## src/rtl/vga_scene_sequencer.sv

```systemverilog
// Frame-synchronous controller for the VGA pattern generator: frame tick, button debounce,
// and a run/pause/fade FSM whose visible outputs only change on frame boundaries.
module vga_scene_sequencer #(
    parameter bit          VSYNC_ACTIVE_HIGH = 1'b0,
    parameter int unsigned DEBOUNCE_CYCLES   = 250000,
    parameter int unsigned SCENE_FRAMES      = 600,
    parameter int unsigned FADE_STEP_FRAMES  = 4
) (
    input  logic       clk,
    input  logic       rst_n,
    input  logic       vsync,
    input  logic       btn_next,
    input  logic       btn_pause,
    input  logic       btn_speed,
    input  logic       auto_en,
    output logic       frame_tick,
    output logic [1:0] scene,
    output logic [9:0] scroll_offset,
    output logic [1:0] speed_sel,
    output logic [1:0] fade_level,
    output logic       paused
);

    localparam int unsigned NumBtn   = 3;
    localparam int unsigned BtnNext  = 0;
    localparam int unsigned BtnPause = 1;
    localparam int unsigned BtnSpeed = 2;

    localparam int unsigned DbW    = $clog2(DEBOUNCE_CYCLES + 1);
    localparam int unsigned DwellW = (SCENE_FRAMES > 1) ? $clog2(SCENE_FRAMES) : 1;
    localparam int unsigned StepW  = (FADE_STEP_FRAMES > 1) ? $clog2(FADE_STEP_FRAMES) : 1;

    localparam logic [DbW-1:0]    DbMax     = DbW'(DEBOUNCE_CYCLES);
    localparam logic [DwellW-1:0] DwellLast = DwellW'(SCENE_FRAMES - 1);
    localparam logic [StepW-1:0]  StepLast  = StepW'(FADE_STEP_FRAMES - 1);

    typedef enum logic [1:0] {
        StRun,
        StPause,
        StFadeOut,
        StFadeIn
    } state_e;

    // ------------------------------------------------------------------------------------------
    // Frame tick: vsync normalised to active-high, tick on the first active sample.
    // ------------------------------------------------------------------------------------------
    logic vs_q;
    logic vs_prev_q;

    always_ff @(posedge clk or negedge rst_n) begin
        if (!rst_n) begin
            vs_q      <= 1'b0;
            vs_prev_q <= 1'b0;
        end else begin
            vs_q      <= VSYNC_ACTIVE_HIGH ? vsync : ~vsync;
            vs_prev_q <= vs_q;
        end
    end

    assign frame_tick = vs_q & ~vs_prev_q;

    // ------------------------------------------------------------------------------------------
    // Button synchronisers, debouncers and sticky per-frame pending flags.
    // ------------------------------------------------------------------------------------------
    logic [NumBtn-1:0] btn_raw;
    logic [NumBtn-1:0] sync1_q;
    logic [NumBtn-1:0] sync2_q;
    logic [NumBtn-1:0] last_q;
    logic [NumBtn-1:0] db_q;
    logic [NumBtn-1:0] db_d;
    logic [NumBtn-1:0] pend_q;
    logic [NumBtn-1:0] pend_d;
    logic [NumBtn-1:0] rise;
    logic [DbW-1:0]    db_cnt_q [NumBtn];
    logic [DbW-1:0]    db_cnt_d [NumBtn];

    assign btn_raw = {btn_speed, btn_pause, btn_next};

    always_comb begin
        db_d     = db_q;
        db_cnt_d = db_cnt_q;
        for (int i = 0; i < NumBtn; i++) begin
            if (sync2_q[i] != last_q[i]) begin
                db_cnt_d[i] = '0;
            end else if (db_cnt_q[i] == DbMax) begin
                db_d[i] = last_q[i];
            end else begin
                db_cnt_d[i] = db_cnt_q[i] + DbW'(1);
            end
        end
        rise = db_d & ~db_q;
        // A press landing on the tick edge itself survives into the next frame.
        pend_d = frame_tick ? rise : (pend_q | rise);
    end

    always_ff @(posedge clk or negedge rst_n) begin
        if (!rst_n) begin
            sync1_q <= '0;
            sync2_q <= '0;
            last_q  <= '0;
            db_q    <= '0;
            pend_q  <= '0;
            for (int i = 0; i < NumBtn; i++) begin
                db_cnt_q[i] <= '0;
            end
        end else begin
            sync1_q  <= btn_raw;
            sync2_q  <= sync1_q;
            last_q   <= sync2_q;
            db_q     <= db_d;
            pend_q   <= pend_d;
            db_cnt_q <= db_cnt_d;
        end
    end

    // ------------------------------------------------------------------------------------------
    // Scene FSM and pattern configuration, all updated on frame_tick only.
    // ------------------------------------------------------------------------------------------
    state_e            state_q;
    state_e            state_d;
    logic [1:0]        scene_q;
    logic [1:0]        scene_d;
    logic [9:0]        offset_q;
    logic [9:0]        offset_d;
    logic [1:0]        speed_q;
    logic [1:0]        speed_d;
    logic [1:0]        fade_q;
    logic [1:0]        fade_d;
    logic [DwellW-1:0] dwell_q;
    logic [DwellW-1:0] dwell_d;
    logic [StepW-1:0]  step_q;
    logic [StepW-1:0]  step_d;
    logic              step_hit;

    assign step_hit = (step_q == StepLast);

    always_comb begin
        state_d  = state_q;
        scene_d  = scene_q;
        offset_d = offset_q;
        speed_d  = speed_q;
        fade_d   = fade_q;
        dwell_d  = dwell_q;
        step_d   = step_q;

        if (frame_tick) begin
            if (pend_q[BtnSpeed]) begin
                speed_d = speed_q + 2'd1;
            end
            // Scroll step uses the speed in force before this tick.
            if (state_q != StPause) begin
                offset_d = offset_q + (10'd1 << speed_q);
            end

            unique case (state_q)
                StRun: begin
                    step_d = '0;
                    if (pend_q[BtnPause]) begin
                        state_d = StPause;
                        dwell_d = '0;
                    end else if (pend_q[BtnNext]) begin
                        state_d = StFadeOut;
                    end else if (auto_en && (dwell_q == DwellLast)) begin
                        state_d = StFadeOut;
                    end else if (auto_en) begin
                        dwell_d = dwell_q + DwellW'(1);
                    end else begin
                        dwell_d = '0;
                    end
                end
                StPause: begin
                    if (pend_q[BtnPause]) begin
                        state_d = StRun;
                        dwell_d = '0;
                    end
                end
                StFadeOut: begin
                    if (step_hit) begin
                        step_d = '0;
                        if (fade_q == 2'd0) begin
                            scene_d = scene_q + 2'd1;
                            state_d = StFadeIn;
                        end else begin
                            fade_d = fade_q - 2'd1;
                        end
                    end else begin
                        step_d = step_q + StepW'(1);
                    end
                end
                StFadeIn: begin
                    if (step_hit) begin
                        step_d = '0;
                        if (fade_q == 2'd3) begin
                            state_d = StRun;
                            dwell_d = '0;
                        end else begin
                            fade_d = fade_q + 2'd1;
                        end
                    end else begin
                        step_d = step_q + StepW'(1);
                    end
                end
                default: begin
                    state_d = StRun;
                end
            endcase
        end
    end

    always_ff @(posedge clk or negedge rst_n) begin
        if (!rst_n) begin
            state_q  <= StRun;
            scene_q  <= 2'd0;
            offset_q <= 10'd0;
            speed_q  <= 2'd0;
            fade_q   <= 2'd3;
            dwell_q  <= '0;
            step_q   <= '0;
        end else begin
            state_q  <= state_d;
            scene_q  <= scene_d;
            offset_q <= offset_d;
            speed_q  <= speed_d;
            fade_q   <= fade_d;
            dwell_q  <= dwell_d;
            step_q   <= step_d;
        end
    end

    assign scene         = scene_q;
    assign scroll_offset = offset_q;
    assign speed_sel     = speed_q;
    assign fade_level    = fade_q;
    assign paused        = (state_q == StPause);

endmodule

```

## config.mk

```make
export PLATFORM = sky130hd
export DESIGN_NAME = vga_scene_sequencer
export DESIGN_NICKNAME = d
export VERILOG_FILES = /design/src/rtl/vga_scene_sequencer.sv
export SDC_FILE = /design/constraint.sdc
export NUM_CORES = 1
export LEC_CHECK = 0
export CAP_MARGIN = 10
export CORE_MARGIN = 1.5
export CORE_UTILIZATION = 55
export DETAILED_ROUTE_END_ITERATION = 16
export PLACE_DENSITY = 0.74
export SLEW_MARGIN = 20
export SYNTH_ARGS = -nofsm -noshare
export SYNTH_HDL_FRONTEND = slang
export SYNTH_SLANG_ARGS = --single-unit
```

## constraint.sdc

```tcl
create_clock -name clk -period 1.9 [get_ports clk]
set_clock_uncertainty 0.1 [all_clocks]
set_input_delay 0.19 -clock clk [delete_from_list [all_inputs] [get_ports clk]]
set_output_delay 0.19 -clock clk [all_outputs]
set_load 0.02 [all_outputs]
```

* Yosys cells after proc, flatten, opt, wreduce, memory -nomap -nowiden *
Cells that the tools add are included.

word-level totals
  register bits after elaboration = 101
  input bits = 7
  output and inout bits = 18
  logic and storage cells = 111

cells by class
  add/sub/neg operators = 10
  equality and inequality tests = 26
  shifts and indexed selects = 1
  muxes and demuxes = 37
  bitwise operators = 6
  reductions and logical operators = 14

operators by type and width
  cell                                                                     number
  18-bit 2-to-1 mux                                                        6
  10-bit 2-to-1 mux                                                        7
  18-bit by 1-bit adder with 18-bit output, second input constant          3
  18-bit == test, second input constant                                    3
  10-bit case mux with 3 select lines                                      1
  2-bit 2-to-1 mux                                                         13
  2-bit inequality test, second input constant                             9
  7-bit AND reduction                                                      2
  10-bit by 1-bit adder with 10-bit output, second input constant          1
  10-bit adder                                                             1
  10-bit == test, second input constant                                    1
  1-bit by 2-bit << shifter with 10-bit output, first input constant       1
  2-bit by 1-bit adder with 2-bit output, second input constant            4
  2-bit == test, second input constant                                     4
  2-bit case mux with 2 select lines                                       2
  2-bit case mux with 4 select lines                                       1
  1-bit 2-to-1 mux                                                         6
  3-bit inequality test, second input constant                             2
  2-bit AND reduction                                                      3
  6-bit AND reduction                                                      1
  2-bit logical NOT                                                        2
  2-bit by 1-bit inequality test with 1-bit output, second input constant  2
  4-bit inequality test, second input constant                             1
  4-bit AND reduction                                                      1
  other kinds (13)                                                         17

* Longest topological paths before layout *
Gate-level depths: netlist (run 1).

  depth in word-level cells = 6
  mapped depth = 8
  mapped depth without buffers = 8

* Least setup slack after synthesis (run 1) *
No wires, ideal clock.

  path type = flip-flop to flip-flop
  from = register speed_q[0], in the netlist speed_sel[0]
  to = register offset_q[8], in the netlist scroll_offset[8]
  setup time = 0.080 ns
  arrival time = 1.949 ns
  required time = 1.720 ns
  path slack = -0.229 ns
  cell stages (with the launch flop) = 9
  buffers on the path = 0
  period minus slack after synthesis = 2.129 ns
  cell sequence = dfrtp_1 inv_1 ha_1 ha_1 fa_1 a21o_1 a21o_1 nand4_1 xnor2_1

on the way
  cells in the longest elaborated chain, start to end = 2

RTL lines
  item                                          RTL line  RTL
  start, declared                               125       logic [1:0] speed_q;
  start signal, assigned                        223       speed_q <= speed_d;
  1-bit by 2-bit << shifter with 10-bit output  152       offset_d = offset_q + (10'd1 << speed_q);
  10-bit adder                                  152
  end signal, assigned                          222       offset_q <= offset_d;
  end, declared                                 123       logic [9:0] offset_q;

Every way passes these cells.
A chain may end at the register's enable or synchronous reset.

* Final worst setup path (run 1) *
  from = register pend_q[1]
  to = register dwell_q[8]

on the way
  cells in the longest elaborated chain, start to end = 2
  elaborated cells on any way between the ends = 6
  classes of those cells = 3 x eq/ne; 2 x mux; 1 x reduce/logical

RTL lines
  item                                                                                  RTL line  RTL
  start, declared                                                                       71        logic [NumBtn-1:0] pend_q;
  start signal, assigned                                                                111       pend_q <= pend_d;
  3-bit inequality test (no line), or another cell as far along                         n/a
  7-bit AND reduction (no line) or 10-bit case mux with 3 select lines (tied branches)  n/a
  end signal, assigned                                                                  225       dwell_q <= dwell_d;
  end, declared                                                                         129       logic [DwellW-1:0] dwell_q;

Parallel ways exist; a longest one is shown, timed or not.

==> run summary, run 1 <==
Synth cell types - 59
layout cells sized above 1 - 19.2%
slowest cell delay on critical path - 600 ps
diode count - 0
Area contributors post-synth - dfrtp_1 (47%), ha_1 (3.8%), xnor2_1 (3.7%)
CP arrival - 2070 ps
Final Cycle Share - 99.6%
clock buffer depth - 2
Rows - 35
Pre-antenna DRT Iters - 5
Final Max Tran Viols - 0
yosys warns - 0
drt wl/cell - 15.5 um
Synth Net Count - 553
final setup fails - 0
final worst slack - 7.99 ps
max_cap viols - 0
Avg Cell Area, Syn - 9.95 um2
Ports - 25
Area Overhead vs Synth - 22.2%
initial antenna violation count - 0
post-DR vias/cell - 5.79
smallest hold slack - 153 ps
mapped cell area - 5260 um2
post-synth top area cell - dfrtp_1
CP Cell Sequence - or3b_4 > or4_4 > o41ai_4
ys flop type - dfrtp_1
Root Buffer - clkbuf_8
clk slew on worst S/H paths - 100 ps
status - complete, no violations
count leader, synth - dfrtp_1
CP Buf/Inv Count - 0
Congestion Overflow GR - 0
total clock sinks - 101
Cells after Synth - 529
Synth Register Bits - 101
die width - 101 um
H-tree depth - 3
RSZ-0062 raised after global routing - yes
Post-synth EDFFs - 0
Post-synth top cells - dfrtp_1 (99), nor2_1 (44), nand2_1 (43)
Buffers on Ports - 24
Worst setup SP type - flop
Die H - 101 um
Worst path slowest cell - or4_4
Total Power - 4550 uW
remaining antenna violation count - 0
Top Family by Delay on Critical Path - simple AND/OR/NAND/NOR gates
pin count of the biggest net entering global routing - 49
post-synthesis sequential area ratio - 48.1%
total core area - 9240 um2
Async SR Flop Fraction - 100%
critical path data required time - 2080 ps
Worst-Margin Slew - 400 ps
CTS tree - built
dpl hpwl - 7530 um
crit path max fanout - 6
Hold Vio Cnt, Final - 0
Tot GR Track Use - 22.7%
global-route wire length before repair - 18400 um
Max-slew headroom - 73.2%
initial DRC count - 66
pre-CTS setup slack - -203 ps
Final min period - 1890 ps
top cell type's share of synthesized area - 47.1%
drt drc - 0
PD cells - 709 nW/um2
Setup CP Type - flop to flop
vias in the first global route - 4075
clk_lat worst skew - 370 ps
CTS Buf Count - 9
R2R setup slack - 8 ps
fmax - 529 MHz
Tightest Hold Check Type - input pin to flop
VDD IR max - 576 uV
Starting Density - 56.9%
final wirelength - 11200 um
die area - 10200 um2
NumNets Final - 617
Leak - 0.00275 uW
GP Congestion - 0.874
vias - 4212
CP Capture Type - flop
-- final timing paths --
path                            startpoint            end  cells past startpoint
worst max-delay path             pend_q[1]     dwell_q[8]                      3
worst min-delay path             btn_speed     sync1_q[2]                      1
worst max register to register   pend_q[1]     dwell_q[8]                      3
worst min register to register  sync1_q[1]     sync2_q[1]                      0
max in group asynchronous            rst_n  fade_level[0]                      3
min in group asynchronous            rst_n   db_cnt_q[49]                      2
-- layer usage --
metal	vias up	global-route usage, %	share of wire, %
met3	19	4.58	2.5
met1	2087	28.7	45
met4	0	9.10	2.1
met5	-	0	0
met2	54	38.3	51
li1	2052	-	-
-- per-stage QoR --
stage / instances / utilization (%) / TNS, ps / instance area, um2
floorplan: 529 / - / -66.8 / 5280
global placement: 698 / 63.3 / -1100 / 5850
detailed placement: 698 / 63.3 / -1520 / 5850
CTS: 719 / 66.6 / 0 / 6150
global route: 727 / 69.6 / -664 / 6430
finish: 727 / 69.6 / 0 / 6430
-- cells in the final DEF, fill, tap and decap left out, types with 5 or more instances in the layout --
cell / netlist / layout
xnor2_1: 22 / 21
dfrtp_2: 0 / 6
nor4_1: 6 / 6
or3_1: 10 / 10
o31ai_1: 7 / 5
o41ai_2: 1 / 6
o21ai_0: 30 / 28
buf_4: 0 / 39
and3_1: 15 / 15
clkbuf_8: 0 / 9
dfrtp_1: 99 / 93
a31oi_1: 6 / 6
inv_1: 20 / 18
nand2b_1: 7 / 6
nor2b_1: 5 / 5
ha_1: 16 / 9
nand3_1: 35 / 34
o31ai_2: 6 / 6
nor2_1: 44 / 44
a41o_1: 5 / 5
nor3_1: 10 / 9
clkdlybuf4s50_1: 0 / 19
a21oi_1: 24 / 23
xor2_1: 22 / 22
nand4_1: 15 / 15
and4_1: 7 / 7
nand2_1: 43 / 43
-- power by group --
part | switching, uW | total, uW | leakage, uW | internal (uW)
Combinational | 354 | 670 | 0.00129 | 316
Sequential | 125 | 2360 | 0.00135 | 2240
Clock | 764 | 1520 | 0.000109 | 756
Total | 1240 | 4550 | 0.00275 | 3310
-- final cells by class --
type                            instances  area, um2
Clock inverter                          6       96.3
Clock buffer                           10        128
Timing Repair Buffer                   66        579
Inverter                               21       78.8
Sequential cell                       101       2540
Multi-Input combinational cell        394       2850
Tap cell                              129        161
Fill cell                             682       2810
-- logic make-up after synthesis --
family / count (synthesis) / synth area share, %
adders and majority gates: 17 / 4.19
and+or+nand+nor: 223 / 23.0
DFF: 101 / 48.1
muxes: 4 / 0.832
xor gates and xnor gates: 44 / 7.32
buffers and inverters: 35 / 2.95
AOI/OAI and AO/OA: 105 / 13.6
-- worst reg2reg max path: stages (launching register included) --
cell and delay [ps]:
dfrtp_2 450, or3b_4 420, or4_4 600, o41ai_4 220
-- registers in the layout, summed over array words and instances, names as in the netlist --
name and count:
db_cnt_q 54, dwell_q 10, scroll_offset 10, db_q 3, last_q 3, pend_q 3, sync1_q 3, sync2_q 3
fade_level 2, scene 2, speed_sel 2, state_q 2, step_q 2, vs_prev_q 1, vs_q 1
-- what timing repair did --
action / in CTS / in global routing
resized for setup: 12 / 36
pin swaps: 4 / 12
cloned: 0 / 1
hold buffers: 1 / 0
endpoints found under the setup margin: 12 / 31
hold endpoints to repair: 99 / 0
setup buffers: 4 / 7
(Power assumes the default switching activity.)
==> inputs of run 2 (changes only) <==
CORE_UTILIZATION = 46   (was 55)
PLACE_DENSITY = 0.63   (was 0.74)
==> run 2 against run 1 <==
Flip-flop and latch count unchanged. Maximum frequency is 1.1% higher. Worst setup slack better by 20 ps. Power rose by 8.1%. Utilization decreased by 11 points. Final area grew 0.35%. Worst hold slack better by 19 ps. Critical endpoint is now scroll_offset[8].
==> run summary, run 2 (same netlist as run 1, synthesis figures left out) <==
drt wl/cell - 15.0 um (was 15.5 um)
Largest register FFs - 54 (unchanged)
fill count - 904 (was 682)
initial DRC count - 204 (was 66)
Max-slew headroom - 69.3% (was 73.2%)
vias - 4132 (was 4212)
Worst path slowest cell - dfrtp_2 (was or4_4)
Total Power - 4920 uW (was 4550 uW)
Hold Crit Depth - 1 (unchanged)
fin cells - 736 (was 727)
pin count of the biggest net entering global routing - 43 (was 49)
worst reg2reg path depth - 8 (was 3)
die area - 12100 um2 (was 10200 um2)
slowest cell delay on critical path - 400 ps (was 600 ps)
layout cells sized above 1 - 18.5% (was 19.2%)
most common library cell in the layout ignoring fill and taps - dfrtp_1 (unchanged)
CP Buf/Inv Count - 1 (was 0)
VDD IR max - 1010 uV (was 576 uV)
RSZ-0062 raised after global routing - yes (unchanged)
post-DR vias/cell - 5.61 (was 5.79)
Design Area, Final - 6450 um2 (was 6430 um2)
vias in the first global route - 4140 (was 4075)
CP Capture Type - flop (unchanged)
Worst-Margin Slew - 460 ps (was 400 ps)
smallest hold slack - 172 ps (was 153 ps)
Starting Density - 47.9% (was 56.9%)
Rows - 38 (was 35)
die width - 110 um (was 101 um)
fmax - 534 MHz (was 529 MHz)
final wirelength - 11000 um (was 11200 um)
Tightest Hold Check Type - input pin to flop (unchanged)
critical path data required time - 2070 ps (was 2080 ps)
Pre-antenna DRT Iters - 4 (was 5)
DP Cell Count - 715 (was 698)
Leak - 0.00275 uW (about the same)
commonest non-fill, non-tap cells in the layout - dfrtp_1 (96), nor2_1 (44), nand2_1 (43) (was dfrtp_1 (93), nor2_1 (44), nand2_1 (43))
diode count - 0 (unchanged)
NumNets Final - 615 (was 617)
Area Overhead vs Synth - 22.6% (was 22.2%)
remaining antenna violation count - 0 (unchanged)
placed cell areas - 5900 um2 (was 5850 um2)
total clock sinks - 101 (unchanged)
CTS tree - built (unchanged)
final core utilization - 58.7% (was 69.6%)
global-route wire length before repair - 18800 um (was 18400 um)
clk_lat worst skew - 350 ps (was 370 ps)
Crit path depth - 8 (was 3)
largest register by flop count - db_cnt_q (unchanged)
Ports - 25 (unchanged)
Buffers on Ports - 24 (unchanged)
clock buffer depth - 2 (unchanged)
clk slew on worst S/H paths - 70 ps (was 100 ps)
Top Family by Delay on Critical Path - adder cells (was simple AND/OR/NAND/NOR gates)
crit path max fanout - 5 (was 6)
Final min period - 1870 ps (was 1890 ps)
Final Max Tran Viols - 0 (unchanged)
Tot GR Track Use - 19.9% (was 22.7%)
CP Cell Sequence - inv_2 > ha_4 > ha_4 > fa_2 > a21o_1 > a21o_1 > nand4_1 > xnor2_1 (was or3b_4 > or4_4 > o41ai_4)
PD cells - 763 nW/um2 (was 709 nW/um2)
Worst setup SP type - flop (unchanged)
Setup CP Type - flop to flop (unchanged)
Hold Vio Cnt, Final - 0 (unchanged)
dpl hpwl - 7670 um (was 7530 um)
Root Buffer - clkbuf_16 (was clkbuf_8)
Die H - 110 um (was 101 um)
CTS Buf Count - 9 (unchanged)
max_cap viols - 0 (unchanged)
drt drc - 0 (unchanged)
initial antenna violation count - 0 (unchanged)
Register Area - 2530 um2 (was 2540 um2)
area of the multi-input gates - 2800 um2 (was 2850 um2)
GP Congestion - 0.840 (was 0.874)
CP arrival - 2040 ps (was 2070 ps)
Congestion Overflow GR - 0 (unchanged)
status - complete, no violations (unchanged)
H-tree depth - 3 (unchanged)
final setup fails - 0 (unchanged)
Final Cycle Share - 98.5% (was 99.6%)
total core area - 11000 um2 (was 9240 um2)
[run 2: power breakdown]
group          switching (uW)  internal (uW)
clock network             837           1070
registers                 109           2240
logic                     349            320
total                    1290           3630
[run 2: path summary, 6_finish.rpt]
check,start,slack [ps],to
worst max-delay path,speed_sel[1],30,scroll_offset[8]
worst min-delay path,btn_pause,170,sync1_q[1]
worst max register to register,speed_sel[1],30,scroll_offset[8]
worst min register to register,sync1_q[2],250,sync2_q[2]
max in group asynchronous,rst_n,880,speed_sel[1]
min in group asynchronous,rst_n,230,db_cnt_q[39]
[run 2: repair_timing]
item	in CTS	in global routing
gates resized for setup	15	25
pin swaps	9	6
endpoints found under the setup margin	11	28
hold endpoints to repair	29	0
gates cloned	0	1
setup buffers	1	2
hold buffers	1	0
[run 2: final cells by class]
cell class,instances,area share [%]
multi-input cells,394,43.4
clock buffers,10,3.71
flip-flops and latches,101,39.3
inverters,21,1.28
clock inverters,6,1.09
repair buffers,64,8.55
well taps,140,2.72
[run 2: through the flow]
stage / setup slack (ps) / TNS, ps
floorplan: -33.8 / -66.8
detailed placement: -182 / -1410
finish: 27.7 / 0
global placement: -164 / -1180
CTS: 7.04 / 0
global route: -58.6 / -227
[run 2: per-layer routing]
metal | up-vias | global-route usage [%] | wire length, um
met1 | 2034 | 25.5 | 5200
met3 | 13 | 5.75 | 320
met2 | 33 | 32.5 | 5350
met5 | - | 0 | 0
li1 | 2052 | - | -
met4 | 0 | 6.40 | 133
